**config.mk**
```make
export PLATFORM = sky130hd
export DESIGN_NAME = collision_event_ctrl
export DESIGN_NICKNAME = d
export VERILOG_FILES = /design/src/rtl/collision_event_ctrl.sv
export SDC_FILE = /design/constraint.sdc
export NUM_CORES = 1
export LEC_CHECK = 0
export BUFFER_PORTS_ARGS = -buffer_cell sky130_fd_sc_hd__buf_2
export CORE_ASPECT_RATIO = 2
export CORE_UTILIZATION = 40
export CTS_BUF_LIST = sky130_fd_sc_hd__clkbuf_16
export DETAILED_ROUTE_END_ITERATION = 7
export PLACE_DENSITY = 0.62
export SYNTH_ARGS = -nofsm -noshare
export SYNTH_HDL_FRONTEND = slang
export SYNTH_SLANG_ARGS = --single-unit
export TNS_END_PERCENT = 20
```
**constraint.sdc**
```tcl
create_clock -name clk -period 7.27 [get_ports clk]
set_input_delay 0.3635 -clock clk [delete_from_list [all_inputs] [get_ports clk]]
set_output_delay 0.3635 -clock clk [all_outputs]
set_load 0.02 [all_outputs]
```
**src/rtl/collision_event_ctrl.sv**
```systemverilog
// Turns per-frame collision flag levels into game events: bonus pickup, scoring,
// bonus-sprite hiding, crash freeze and a blinking recovery window.
module collision_event_ctrl #(
  parameter logic [15:0] BONUS_POINTS   = 16'd100,
  parameter logic [7:0]  HIDE_FRAMES    = 8'd60,
  parameter logic [7:0]  CRASH_FRAMES   = 8'd45,
  parameter logic [7:0]  RECOVER_FRAMES = 8'd90
) (
  input  logic        clk,
  input  logic        reset,
  input  logic        startOfFrame,
  input  logic [4:0]  game_states,
  input  logic        score_clear,
  output logic        bonus_pulse,
  output logic        bonus_visible,
  output logic        freeze,
  output logic        player_blink,
  output logic [15:0] score,
  output logic [1:0]  fsm_state
);

  typedef enum logic [1:0] {
    StPlay    = 2'b00,
    StHide    = 2'b01,
    StCrash   = 2'b10,
    StRecover = 2'b11
  } state_e;

  // A zero duration behaves as a single frame.
  localparam logic [7:0] HideLoad    = (HIDE_FRAMES    == 8'd0) ? 8'd0 : HIDE_FRAMES    - 8'd1;
  localparam logic [7:0] CrashLoad   = (CRASH_FRAMES   == 8'd0) ? 8'd0 : CRASH_FRAMES   - 8'd1;
  localparam logic [7:0] RecoverLoad = (RECOVER_FRAMES == 8'd0) ? 8'd0 : RECOVER_FRAMES - 8'd1;

  state_e      r_state, w_state_d;
  logic [7:0]  r_fcnt, w_fcnt_d;
  logic        r_frame_tick;
  logic        r_visible, w_visible_d;
  logic        r_pulse, w_pulse_d;
  logic        r_freeze, r_blink;
  logic [15:0] r_score, w_score_d;
  logic [16:0] w_sum;
  logic        w_bonus, w_crash;
  logic        w_unused_flags;

  assign w_bonus        = game_states[0];
  assign w_crash        = game_states[1];
  assign w_unused_flags = ^game_states[4:2];
  assign w_sum          = {1'b0, r_score} + {1'b0, BONUS_POINTS};

  always_comb begin
    w_state_d   = r_state;
    w_fcnt_d    = r_fcnt;
    w_visible_d = r_visible;
    w_pulse_d   = 1'b0;
    if (r_frame_tick) begin
      unique case (r_state)
        StPlay: begin
          if (w_crash) begin
            w_state_d = StCrash;
            w_fcnt_d  = CrashLoad;
          end else if (w_bonus) begin
            w_state_d   = StHide;
            w_fcnt_d    = HideLoad;
            w_visible_d = 1'b0;
            w_pulse_d   = 1'b1;
          end
        end
        StHide: begin
          // Bonus stays hidden through a crash until the recovery window ends.
          if (w_crash) begin
            w_state_d = StCrash;
            w_fcnt_d  = CrashLoad;
          end else if (r_fcnt == 8'd0) begin
            w_state_d   = StPlay;
            w_visible_d = 1'b1;
          end else begin
            w_fcnt_d = r_fcnt - 8'd1;
          end
        end
        StCrash: begin
          if (r_fcnt == 8'd0) begin
            w_state_d = StRecover;
            w_fcnt_d  = RecoverLoad;
          end else begin
            w_fcnt_d = r_fcnt - 8'd1;
          end
        end
        StRecover: begin
          if (r_fcnt == 8'd0) begin
            w_state_d   = StPlay;
            w_visible_d = 1'b1;
          end else begin
            w_fcnt_d = r_fcnt - 8'd1;
            if (w_bonus) begin
              w_visible_d = 1'b0;
              w_pulse_d   = 1'b1;
            end
          end
        end
        default: begin
          w_state_d = StPlay;
          w_fcnt_d  = 8'd0;
        end
      endcase
    end
  end

  always_comb begin
    w_score_d = r_score;
    if (score_clear) begin
      w_score_d = 16'd0;
    end else if (w_pulse_d) begin
      w_score_d = w_sum[16] ? 16'hFFFF : w_sum[15:0];
    end
  end

  always_ff @(posedge clk or posedge reset) begin
    if (reset) begin
      r_state      <= StPlay;
      r_fcnt       <= 8'd0;
      r_frame_tick <= 1'b0;
      r_visible    <= 1'b1;
      r_pulse      <= 1'b0;
      r_freeze     <= 1'b0;
      r_blink      <= 1'b0;
      r_score      <= 16'd0;
    end else begin
      r_state      <= w_state_d;
      r_fcnt       <= w_fcnt_d;
      r_frame_tick <= startOfFrame;
      r_visible    <= w_visible_d;
      r_pulse      <= w_pulse_d;
      r_freeze     <= (w_state_d == StCrash);
      r_blink      <= (w_state_d == StRecover) && w_fcnt_d[2];
      r_score      <= w_score_d;
    end
  end

  assign bonus_pulse   = r_pulse;
  assign bonus_visible = r_visible;
  assign freeze        = r_freeze;
  assign player_blink  = r_blink;
  assign score         = r_score;
  assign fsm_state     = r_state;

endmodule

```
## Yosys cells after proc, flatten, opt, wreduce, memory -nomap -nowiden

Index checks and enable logic that the tools add are counted.

| storage, ports and cells | value |
|---|---|
| flip-flop bits (word level) | 31 |
| input port bits | 9 |
| logic and storage cells | 55 |

| cells by class | value |
|---|---|
| muxes and demuxes | 28 |
| equal/unequal tests | 9 |
| reductions and logical operators | 7 |
| add/sub/neg operators | 2 |

Operators by type and width:

| operator | number |
|---|---|
| $mux 16 | 3 |
| $mux 8 | 5 |
| $pmux 8 s4 | 1 |
| $add 16x7->17 const B | 1 |
| $mux 2 | 6 |
| $mux 1 | 9 |
| $eq 2x2->1 const B | 4 |
| $logic_not 8->1 | 1 |
| $pmux 2 s4 | 1 |
| $sub 8x1->8 const B | 1 |
| $ne 2x2->1 const B | 3 |
| $reduce_and 5->1 | 1 |
| $mux 3 | 1 |
| $ne 3x3->1 const B | 1 |
| $pmux 1 s3 | 1 |
| $reduce_bool 3->1 | 1 |
| $eq 2x1->1 const B | 1 |
| $logic_not 2->1 | 1 |
| $pmux 1 s2 | 1 |
| $reduce_and 2->1 | 1 |
| $reduce_bool 2->1 | 1 |
| $logic_and 1x1->1 | 1 |

## Longest topological paths before layout

Gate-level depths: netlist of the first run.

| logic depth | value |
|---|---|
| word-level depth | 7 |
| mapped depth | 10 |
| depth with buffers taken out | 9 |

## Worst setup path after synthesis of the first run

Ideal clock, no wire load.

| timing | value |
|---|---|
| path kind | reg2reg |
| start | register r_fcnt[0] |
| end | register r_fcnt[0] |
| required time | 7.146 ns |
| clock period less this slack | 2.407 ns |
| buffers on the path | 1 |
| arrival time | 2.283 ns |
| setup slack | 4.863 ns |
| cell stages (with the launch flop) | 11 |
| path through | dfrtp_1 > inv_1 > ha_1 > or4b_1 > buf_6 > nor4_4 > inv_2 > ha_1 > a2bb2oi_1 > nor3_1 > a211o_1 |

| on the way | value |
|---|---|
| longest elaborated chain between the ends | 4 |
| elaborated cells between the ends (all ways) | 6 |
| classes of those cells | add/sub (1); mux (4); reduce/logical (1) |

Ends and longest elaborated chain:

| item | RTL line | RTL |
|---|---|---|
| from (decl) | 35 | `logic [7:0] r_fcnt, w_fcnt_d;` |
| from (signal assigned) | 129 | `r_fcnt <= w_fcnt_d;` |
| $sub 8x1->8 / $logic_not 8->1 (equally long branches) | n/a |  |
| $mux 8 | 73, 89 |  |
| $mux 8 | 70 | `if (w_crash) begin` |
| $pmux 8 s4 * | 56 | `unique case (r_state)` |

Mark *: on every way between the ends. The rest lies on a longest branch, timed or not.
A chain may end at the register's enable or synchronous reset.

## Worst setup path in the final report of the first run

Same ends and word-level chain as after synthesis.

==> qor.yml, run 1 <==
outcome: "completed"
met3_length_um: 85
pwr-share-seq_pct: 28.8
grt_pass1_vias: 1783
fin_cells: 287
gp_congestion: 0.8649
routedWlPerCell_um: 17.79
cts.root.buffer_cell: "clkbuf_16"
cp-start-kind: "flip-flop"
cts_buffers: 5
die_area_sq_mm: 0.005083
initial_core_util_pct: 41.63
portBuffers: 27
tightest_slew_ns: 1.036
core_area_sq_mm: 0.004598
peakVddDrop_uv: 171.2
yosys.area_share.simple_pct: 23.20
async_flop_share_pct: 100.0
grt_pass1_wl_um: 8590
wirelength_met1_um: 1862
synth_area_sq_mm: 0.001914
rows: 35
clkLatencyLatePin_ns: 0.28
chipWidth_um: 50.92
yosys_warnings: 0
synth_cell_type_count: 64
swShare_pct: 38.79
cts_sinks: 30
cts_tree: "yes"
max-slew-margin-rel_pct: 30.58
min_period_ns: 2.819
clkPwrFrac_pct: 31.1
final_util_pct: 49.17
drc_errors: 0
synthAdderAreaFrac_pct: 5.229
synth_xor_area_share_pct: 0
postSynthAreaPerCell_sq_um: 9.248
timing.fmax_mhz: 354.7
htree_levels: 2
crit_path_end_kind: "flip-flop"
pin_count: 31
setup_viol: 0
drive_gt1_share_pct: 21.55
cts-resized-gates: 0
p_per_area_mw_per_mm2: 384.5
placedCellCount: 279
muxShareOfSynthArea_pct: 0
finClkSkew_ns: 0.003614
leakagePower_nw: 1.020
synth_compound_area_share_pct: 27.12
syn_inst: 207
power.net_switching_w: 0.0003372
tns_ns: 0
wl_met2_um: 2987
drt_wl_total_um: 5105
drv_slew: 0
grt_max_degree: 31
synth-edff-count: 0
detail-route-antenna-nets: 0
first_pass_iters: 4
cp_num_buf_inv: 2
gr-usage-all-layers_pct: 22.83
arrival_ns: 2.98
path_cells: "inv_1 -> ha_1 -> or4b_1 -> nor4_4 -> inv_2 -> ha_1 -> a2bb2oi_1 -> nor3_1 -> a211o_1"
layout.nets: 248
syn_to_final_growth_pct: 18.10
top_layer_used: "met4"
period_share_pct: 38.78
cts_buffer_depth: 2
critPathMaxStageDelay_ns: 0.65
path_clk_slew_ns: 0.05
path_common_cell: "ha_1"
synth_top_family_by_area: "compound AO/OA/AOI/OAI gates"
critical_path_class: "reg -> reg"
hold_viol: 0
grt_overflow: 0
antenna_found_initial: 0
cp_max_fo: 10
ctsHoldBuffers: 0
cp_data_required_time_ns: 7.43
rsz0062_at_grt: "false"
drv_cap: 0
first_iter_violations: 21
hpwl_um: 3826
crit_slowest_cell: "or4b_1"
intPower_w: 0.0005322
yosys_register_bits: 30
hp-class: "in -> async"
dr_total_vias: 1720
p_comb_share_pct: 40.2
dieHeight_um: 99.84
critPathTopFamily: "simple AND/OR/NAND/NOR gates"
avgViaCountPerCell: 5.993
synth-main-ff-cell: "dfrtp_1"
yosysSeqAreaShare_pct: 39.28
post_cts_buffers: 0
diodes: 0
syn-num-nets: 224
[per-stage QoR]
stage | power [W] | worst slack [ns] | instance area, sq um | hold slack (ns)
floorplan | 0.0005127 | 4.863 | 1914 | 0.3949
global placement | 0.0005970 | 4.462 | 2072 | 0.4575
detailed placement | 0.0006001 | 4.466 | 2072 | 0.4599
CTS | 0.0008759 | 4.441 | 2261 | 0.1644
global route | 0.0009242 | 4.244 | 2261 | 0.1935
finish | 0.0008694 | 4.451 | 2261 | 0.1497
[worst reg2reg max path, stage by stage, from the launching register on]
cell	delay, ns
dfrtp_1	0.42
inv_1	0.07
ha_1	0.19
or4b_1	0.65
nor4_4	0.53
inv_2	0.12
ha_1	0.30
a2bb2oi_1	0.13
nor3_1	0.06
a211o_1	0.24
[synthesized netlist by cell type (all sizes together), types with 2 or more instances]
cell     count  area share, %
nor2b        4            1.7
inv         12            2.4
and4b        2            1.0
o31ai        3            1.2
o21ai       14            3.7
nor3        10            2.9
nor4         5            2.7
and3         3           0.98
or3          3            1.0
a2111oi      2            2.0
ha           8            5.2
a31oi        4            1.3
nand2       12            2.4
dfrtp       29             38
a21o         4            1.6
nand3        5            1.3
nor2        21            4.2
a311oi       6            2.7
and2         2           0.65
buf          3            1.2
a221oi       2            1.2
a21oi       12            3.1
a211oi       4            1.6
a41oi        2           0.92
clkbuf       8            1.6
[state kept, by name (all words and copies together), names as in the netlist]
| signal | count |
|---|---|
| score | 15 |
| r_fcnt | 8 |
| fsm_state | 2 |
| bonus_pulse | 1 |
| bonus_visible | 1 |
| freeze | 1 |
| player_blink | 1 |
| r_frame_tick | 1 |
[cells by family after synthesis]
logic type / after synthesis
AOI/OAI and AO/OA: 69
adders and majority gates: 8
and+or+nand+nor: 77
DFF: 30
buffers and inverters: 23
[cells in the final DEF (no fill, tap or decap), drive strengths merged, types with 2 or more instances in the layout]
cell,count
and3,3
nor2b,4
a311oi,6
and2,2
a211oi,4
a31oi,4
ha,8
a2111oi,2
nand2,12
a41oi,2
nor2,21
nand3,5
a221oi,2
nor4,5
and4b,2
o31ai,3
buf,28
or3,3
bufinv,2
o21ai,14
dfrtp,29
a21oi,12
inv,12
nor3,10
a21o,4
clkbuf,5
[routing by layer]
layer,global-route usage (%),vias up
met3,2.424,13
met5,0,-
met4,12.61,0
li1,-,833
met1,22.20,844
met2,44.03,30
[final timing paths]
path | start | to | slack, ns | cells after the start
min in group clk | startOfFrame | r_frame_tick | 0.19 | 1
worst min register to register | score[0] | score[0] | 0.52 | 2
max in group asynchronous | reset | bonus_visible | 6.80 | 3
worst min-delay path | reset | r_frame_tick | 0.15 | 3
worst max-delay path | r_fcnt[0] | r_fcnt[0] | 4.45 | 9
worst max register to register | r_fcnt[0] | r_fcnt[0] | 4.45 | 9
[power by group through the flow]
stage | clock network (W) | logic [W] | registers (W)
finish | 0.000270 | 0.000349 | 0.000250
global route | 0.000280 | 0.000387 | 0.000257
CTS | 0.000275 | 0.000352 | 0.000249
detailed placement | 0 | 0.000349 | 0.000252
global placement | 0 | 0.000346 | 0.000250
floorplan | 0 | 0.000257 | 0.000256
[layout make-up]
| class | instances | area [sq um] |
|---|---|---|
| repair buffers | 28 | 142.6 |
| multi-input cells | 154 | 1064 |
| fillers | 470 | 2337 |
| inverters | 12 | 45.04 |
| well taps | 55 | 68.82 |
| clock buffers | 5 | 125.1 |
| clock inverters | 3 | 63.81 |
| flip-flops and latches | 30 | 752.0 |
(Power assumes the default switching activity.)
==> run 2: changes to the inputs <==
--- a/config.mk
+++ b/config.mk
@@ -5,12 +5,13 @@
 export SDC_FILE = /design/constraint.sdc
 export NUM_CORES = 1
 export LEC_CHECK = 0
+export ABC_AREA = 1
 export BUFFER_PORTS_ARGS = -buffer_cell sky130_fd_sc_hd__buf_2
 export CORE_ASPECT_RATIO = 2
 export CORE_UTILIZATION = 40
 export CTS_BUF_LIST = sky130_fd_sc_hd__clkbuf_16
 export DETAILED_ROUTE_END_ITERATION = 7
-export PLACE_DENSITY = 0.62
+export PLACE_DENSITY = 0.61
 export SYNTH_ARGS = -nofsm -noshare
 export SYNTH_HDL_FRONTEND = slang
 export SYNTH_SLANG_ARGS = --single-unit
==> constraint.sdc (replaced) <==
create_clock -name clk -period 2.66 [get_ports clk]
set_input_delay 0.133 -clock clk [delete_from_list [all_inputs] [get_ports clk]]
set_output_delay 0.133 -clock clk [all_outputs]
set_load 0.02 [all_outputs]
==> run 2 against run 1 <==
Worst setup slack got worse by 3.6 ns. Global-route usage decreased by 2.3 points. Non-clock buffer count increased by 4. Sequential share of layout area decreased by 2.1 points. Register-to-register slack got worse by 3.6 ns. Core utilization about the same. Die area increased by 8.0%. Clock-buffer cell count unchanged. Synthesized cell count increased by 38%. Critical endpoint is now player_blink. Largest cell class unchanged. Highest routed layer unchanged.
==> qor.yml, run 2 <==
place_ws_ns: 0.8109
hp-class: "in -> reg"
largest_reg_flops: 15
arrival_ns: 2.02
crit_slowest_cell: "dfrtp_1"
final_cell_mix: "nand2_1 (79), nand3_1 (34), inv_1 (31)"
rows: 36
synthAdderAreaFrac_pct: 4.831
grt_max_degree: 31
gr-usage-all-layers_pct: 20.52
core_area_sq_mm: 0.004910
postSynthAreaPerCell_sq_um: 7.245
synth_xor_area_share_pct: 1.268
fill_cells: 512
cts-resized-gates: 0
routedWlPerCell_um: 13.55
synth-main-ff-cell: "dfrtp_1"
cts_buffer_depth: 2
peakVddDrop_uv: 428.5
timing.fmax_mhz: 538.2
drv_slew: 0
critPathMaxStageDelay_ns: 0.38
layout_commonest_cell: "nand2_1"
critPathTopFamily: "simple AND/OR/NAND/NOR gates"
synth_cell_type_count: 34
synth_area_sq_mm: 0.002072
final_util_pct: 49.16
yosys.area_share.simple_pct: 36.90
synth_commonest_cells: "nand2_1 (79), nand3_1 (34), inv_1 (30), dfrtp_1 (29), nor2_1 (28)"
path_clk_slew_ns: 0.06
dieHeight_um: 103.8
max-slew-margin-rel_pct: 73.61
cts_tree: "yes"
period_share_pct: 69.85
path_common_cell: "nand2_1"
cts.root.buffer_cell: "clkbuf_16"
die_area_sq_mm: 0.005489
portBuffers: 27
crit_path_end_kind: "flip-flop"
path_cells: "inv_1 -> ha_1 -> nand3_1 -> nor2_1 -> a21oi_1 -> nand2_1 -> nand2_1 -> nand2_1 -> nor2_1"
post_cts_buffers: 0
hold_viol: 0
antenna_found_initial: 0
diodes: 0
finClkSkew_ns: 0.01033
gp_congestion: 0.8308
drv_cap: 0
async_flop_share_pct: 100.0
cp_num_buf_inv: 1
leakagePower_nw: 1.346
cp_data_required_time_ns: 2.82
netlist.area_leader.share_pct: 35.02
setup_viol: 0
muxShareOfSynthArea_pct: 0
clkLatencyLatePin_ns: 0.28
first_pass_iters: 4
layout.nets: 336
htree_levels: 2
p_per_area_mw_per_mm2: 930.6
tns_ns: 0
chipWidth_um: 52.89
synth_top_family_by_area: "simple AND/OR/NAND/NOR gates"
power_w: 0.002246
grt_overflow: 0
critical_path_class: "reg -> reg"
rsz0062_at_grt: "false"
cp_max_fo: 6
drive_gt1_share_pct: 20.63
synth_compound_area_share_pct: 12.44
initial_core_util_pct: 42.20
drt_wl_total_um: 5107
synth-edff-count: 0
drc_errors: 0
syn_to_final_growth_pct: 16.49
synth_most_common_cell: "nand2_1"
tightest_slew_ns: 0.3958
layout_setup_ws_ns: 0.8020
yosys_warnings: 0
syn_inst: 286
first_iter_violations: 27
grt_pass1_vias: 1884
pin_count: 31
yosys_register_bits: 30
syn-num-nets: 303
cts_sinks: 30
detail-route-antenna-nets: 0
cp-start-kind: "flip-flop"
synthTopCellsByArea: "dfrtp_1 (35%), nand2_1 (14%), nand3_1 (8.2%), inv_1 (5.4%), nor2_1 (5.1%)"
hpwl_um: 3852
yosysSeqAreaShare_pct: 36.29
synth.largest_area_cell: "dfrtp_1"
min_period_ns: 1.858
dr_total_vias: 1960
grt_pass1_wl_um: 8376
cts_buffers: 5
avgViaCountPerCell: 5.199
outcome: "completed"
-- run 2: area by class of cell --
| class | instances | area [sq um] | area share, % |
|---|---|---|---|
| clock buffer | 5 | 125.1 | 5.184 |
| clock inverter | 3 | 12.51 | 0.5184 |
| inverter | 33 | 126.4 | 5.236 |
| multi-input combinational | 217 | 1149 | 47.59 |
| sequential | 30 | 752.0 | 31.16 |
| tap | 57 | 71.32 | 2.955 |
| timing repair buffer | 32 | 177.7 | 7.361 |
-- run 2: worst reg2reg max path: cells and delay by family, from the launching register on --
family	cells	cell delay (ns)
simple gates	6	0.72
flops	1	0.38
fa+ha+maj	1	0.26
compound gates	1	0.21
buf+inv	1	0.17
-- run 2: cells by family after synthesis --
family	Yosys count
buffers and inverters	39
adders and majority gates	8
DFF	30
and+or+nand+nor	164
AOI/OAI and AO/OA	42
xor gates and xnor gates	3
-- run 2: path summary, 6_finish.rpt --
check	from	to	slack [ns]	cells past startpoint
max in group asynchronous	reset	bonus_visible	1.86	4
setup reg to reg	r_fcnt[0]	player_blink	0.80	9
min in group asynchronous	reset	score[7]	0.47	4
hold / removal	game_states[1]	bonus_visible	0.15	4
hold reg to reg	bonus_visible	bonus_visible	0.50	2
setup / recovery	r_fcnt[0]	player_blink	0.80	9
-- run 2: what timing repair did --
action / CTS / global route
endpoints found under the hold margin: 30 / 0
endpoints found under the setup margin: 0 / 0
hold buffers: 2 / 0
-- run 2: metrics by stage --
stage          std cells  hold slack, ns  area (sq um)
6_report             377          0.1495          2414
5_1_grt              377          0.1656          2414
4_1_cts              377          0.1491          2414
2_1_floorplan        286          0.1644          2072
3_5_place_dp         367          0.2402          2256
3_3_place_gp         367          0.2342          2256
-- run 2: per-layer routing --
layer / vias to the layer above / GRT usage, % / share of wire (%)
li1: 983 / - / -
met1: 904 / 19.72 / 37
met2: 48 / 37.61 / 56
met3: 25 / 3.231 / 2.5
met4: 0 / 12.22 / 5.0
met5: - / 0 / 0
-- run 2: report_power, final --
| group | switching [W] | total [W] | internal [W] |
|---|---|---|---|
| logic | 0.000687 | 0.00104 | 0.000353 |
| clock network | 0.000203 | 0.000540 | 0.000337 |
| registers | 0.000102 | 0.000666 | 0.000564 |
==> run 3: changes to the inputs <==
--- a/config.mk
+++ b/config.mk
@@ -5,13 +5,13 @@
 export SDC_FILE = /design/constraint.sdc
 export NUM_CORES = 1
 export LEC_CHECK = 0
-export ABC_AREA = 1
+export ABC_AREA = 0
 export BUFFER_PORTS_ARGS = -buffer_cell sky130_fd_sc_hd__buf_2
 export CORE_ASPECT_RATIO = 2
 export CORE_UTILIZATION = 40
 export CTS_BUF_LIST = sky130_fd_sc_hd__clkbuf_16
 export DETAILED_ROUTE_END_ITERATION = 7
-export PLACE_DENSITY = 0.61
+export PLACE_DENSITY = 0.62
 export SYNTH_ARGS = -nofsm -noshare
 export SYNTH_HDL_FRONTEND = slang
 export SYNTH_SLANG_ARGS = --single-unit
==> constraint.sdc (replaced) <==
create_clock -name clk -period 1.9 [get_ports clk]
set_input_delay 0.095 -clock clk [delete_from_list [all_inputs] [get_ports clk]]
set_output_delay 0.095 -clock clk [all_outputs]
set_load 0.02 [all_outputs]
==> run 3 against run 2 <==
The run now ends with setup timing left. Die area shrank 7.4%. Sequential share of layout area decreased by 3.5 points. Sequential power rose by 32%. Critical path depth is 1 lower. Maximum frequency decreased by 16%. Register-to-register slack lost 1.1 ns. Combinational power increased by 110%. Clock power grew 39%. First-iteration DRC count rose by 67%. Largest power group unchanged.
==> qor.yml, run 3 (synthesis gave the netlist of run 1 again) <==
drv_cap: 0
outcome: "complete, but fails checks"
grt_max_degree: 31
drv_slew: 0
dr_total_vias: 1985
critPathMaxStageDelay_ns: 0.51
first_iter_violations: 45
htree_levels: 2
largest_reg_flops: 15
hold_viol: 0
leakagePower_nw: 1.272
diodes: 0
cts_tree: "yes"
path_clk_slew_ns: 0.05
intPower_w: 0.002273
cp_data_required_time_ns: 2.08
finClkSkew_ns: 0.003680
swShare_pct: 39.83
layout_commonest_cell: "buf_4"
drt_wl_total_um: 5459
hp-class: "in -> reg"
min_period_ns: 2.204
path_cells: "inv_1 -> ha_2 -> or4b_4 -> a2111oi_4 -> buf_6 -> nor3_4 -> nor2b_4 -> a311oi_1"
dieHeight_um: 99.84
pin_count: 31
core_area_sq_mm: 0.004598
violations: "setup timing"
clkLatencyLatePin_ns: 0.27
rows: 35
setup_viol: 27
cts_sinks: 30
critPathTopFamily: "simple AND/OR/NAND/NOR gates"
hpwl_um: 4087
max-slew-margin-rel_pct: 70.93
cp-start-kind: "flip-flop"
tightest_slew_ns: 0.4350
layout.nets: 298
tns_ns: -5.101
p_comb_share_pct: 57.0
cts.root.buffer_cell: "clkbuf_16"
portBuffers: 27
gp_congestion: 0.8582
final_cell_mix: "buf_4 (45), dfrtp_1 (28), buf_2 (27)"
crit_slowest_cell: "or4b_4"
worstHoldStart: "score_clear"
critical_path_class: "reg -> reg"
power.net_switching_w: 0.001505
drc_errors: 0
routedWlPerCell_um: 16.20
worstReg2RegStart: "r_fcnt[0]"
cts_buffers: 5
drive_gt1_share_pct: 41.13
detail-route-antenna-nets: 0
layout_setup_ws_ns: -0.3039
place_ws_ns: -0.4360
arrival_ns: 2.38
rsz0062_at_grt: "true"
first_pass_iters: 4
p_per_area_mw_per_mm2: 1386
cts_buffer_depth: 2
gr-usage-all-layers_pct: 23.65
period_share_pct: 116.0
grt_overflow: 0
syn_to_final_growth_pct: 42.42
timing.fmax_mhz: 453.7
avgViaCountPerCell: 5.890
cp_max_fo: 6
grt_pass1_wl_um: 9108
chipWidth_um: 50.92
cp-startpoint: "r_fcnt[0]"
cp_num_buf_inv: 2
pwr-share-seq_pct: 23.2
peakVddDrop_uv: 1008
antenna_found_initial: 0
clkPwrFrac_pct: 19.8
die_area_sq_mm: 0.005083
crit_path_end_kind: "flip-flop"
initial_core_util_pct: 41.63
grt_pass1_vias: 2069
## run 3: changes by cell type in the layout (fill, tap and decap cells not counted), sizes merged, moves of 5 or more
cell	delta
a311oi	+6
buf	+45
inv	-22
nand2	-73
nand3	-30
nor2	-12
nor3	+11
nor4	+5
o21ai	-7
## run 3: power by group through the flow
stage	clock [W]	sequential (W)	combinational [W]
finish	0.000750	0.000876	0.00215
global route	0.000782	0.000895	0.00234
CTS	0.000766	0.000876	0.00203
detailed placement	0	0.000882	0.00194
global placement	0	0.000881	0.00192
floorplan	0	0.000978	0.00102
## run 3: per-stage QoR
stage	area, sq um	util [%]	cells	power (W)	hold WS, ns
floorplan	1932	-	207	0.001996	0.1264
global placement	2425	52.73	324	0.002796	0.1909
finish	2726	59.29	337	0.003779	0.2390
CTS	2640	57.42	336	0.003671	0.2170
global route	2726	59.29	337	0.004022	0.2748
detailed placement	2425	52.73	324	0.002819	0.1980
## run 3: path summary, 6_finish.rpt
path | slack, ns | endpoint | cells after the start
min in group asynchronous | 0.45 | bonus_pulse | 4
setup reg to reg | -0.30 | score[5] | 8
hold / removal | 0.24 | score[0] | 2
setup / recovery | -0.30 | score[5] | 8
hold reg to reg | 0.53 | score[0] | 2
max in group asynchronous | 1.13 | bonus_visible | 4
## run 3: area by class of cell
cell class | count | area (sq um)
tap | 55 | 68.82
fill | 438 | 1872
sequential | 30 | 753.2
clock inverter | 3 | 16.27
clock buffer | 5 | 125.1
inverter | 12 | 45.04
timing repair buffer | 77 | 526.8
multi-input combinational | 155 | 1191
## run 3: what timing repair did
item | in CTS | in global routing
setup endpoints to repair | 28 | 28
hold endpoints to repair | 30 | 0
pin swaps | 6 | 11
gates cloned | 0 | 1
setup buffers | 2 | 0
gates resized for setup | 8 | 17
hold buffers | 2 | 0
## run 3: routing by layer
metal	global-route usage (%)	vias to the layer above	wire length, um
li1	-	937	-
met3	2.879	17	124
met5	0	-	0
met4	14.53	0	229
met2	46.26	54	3235
met1	21.50	977	1870
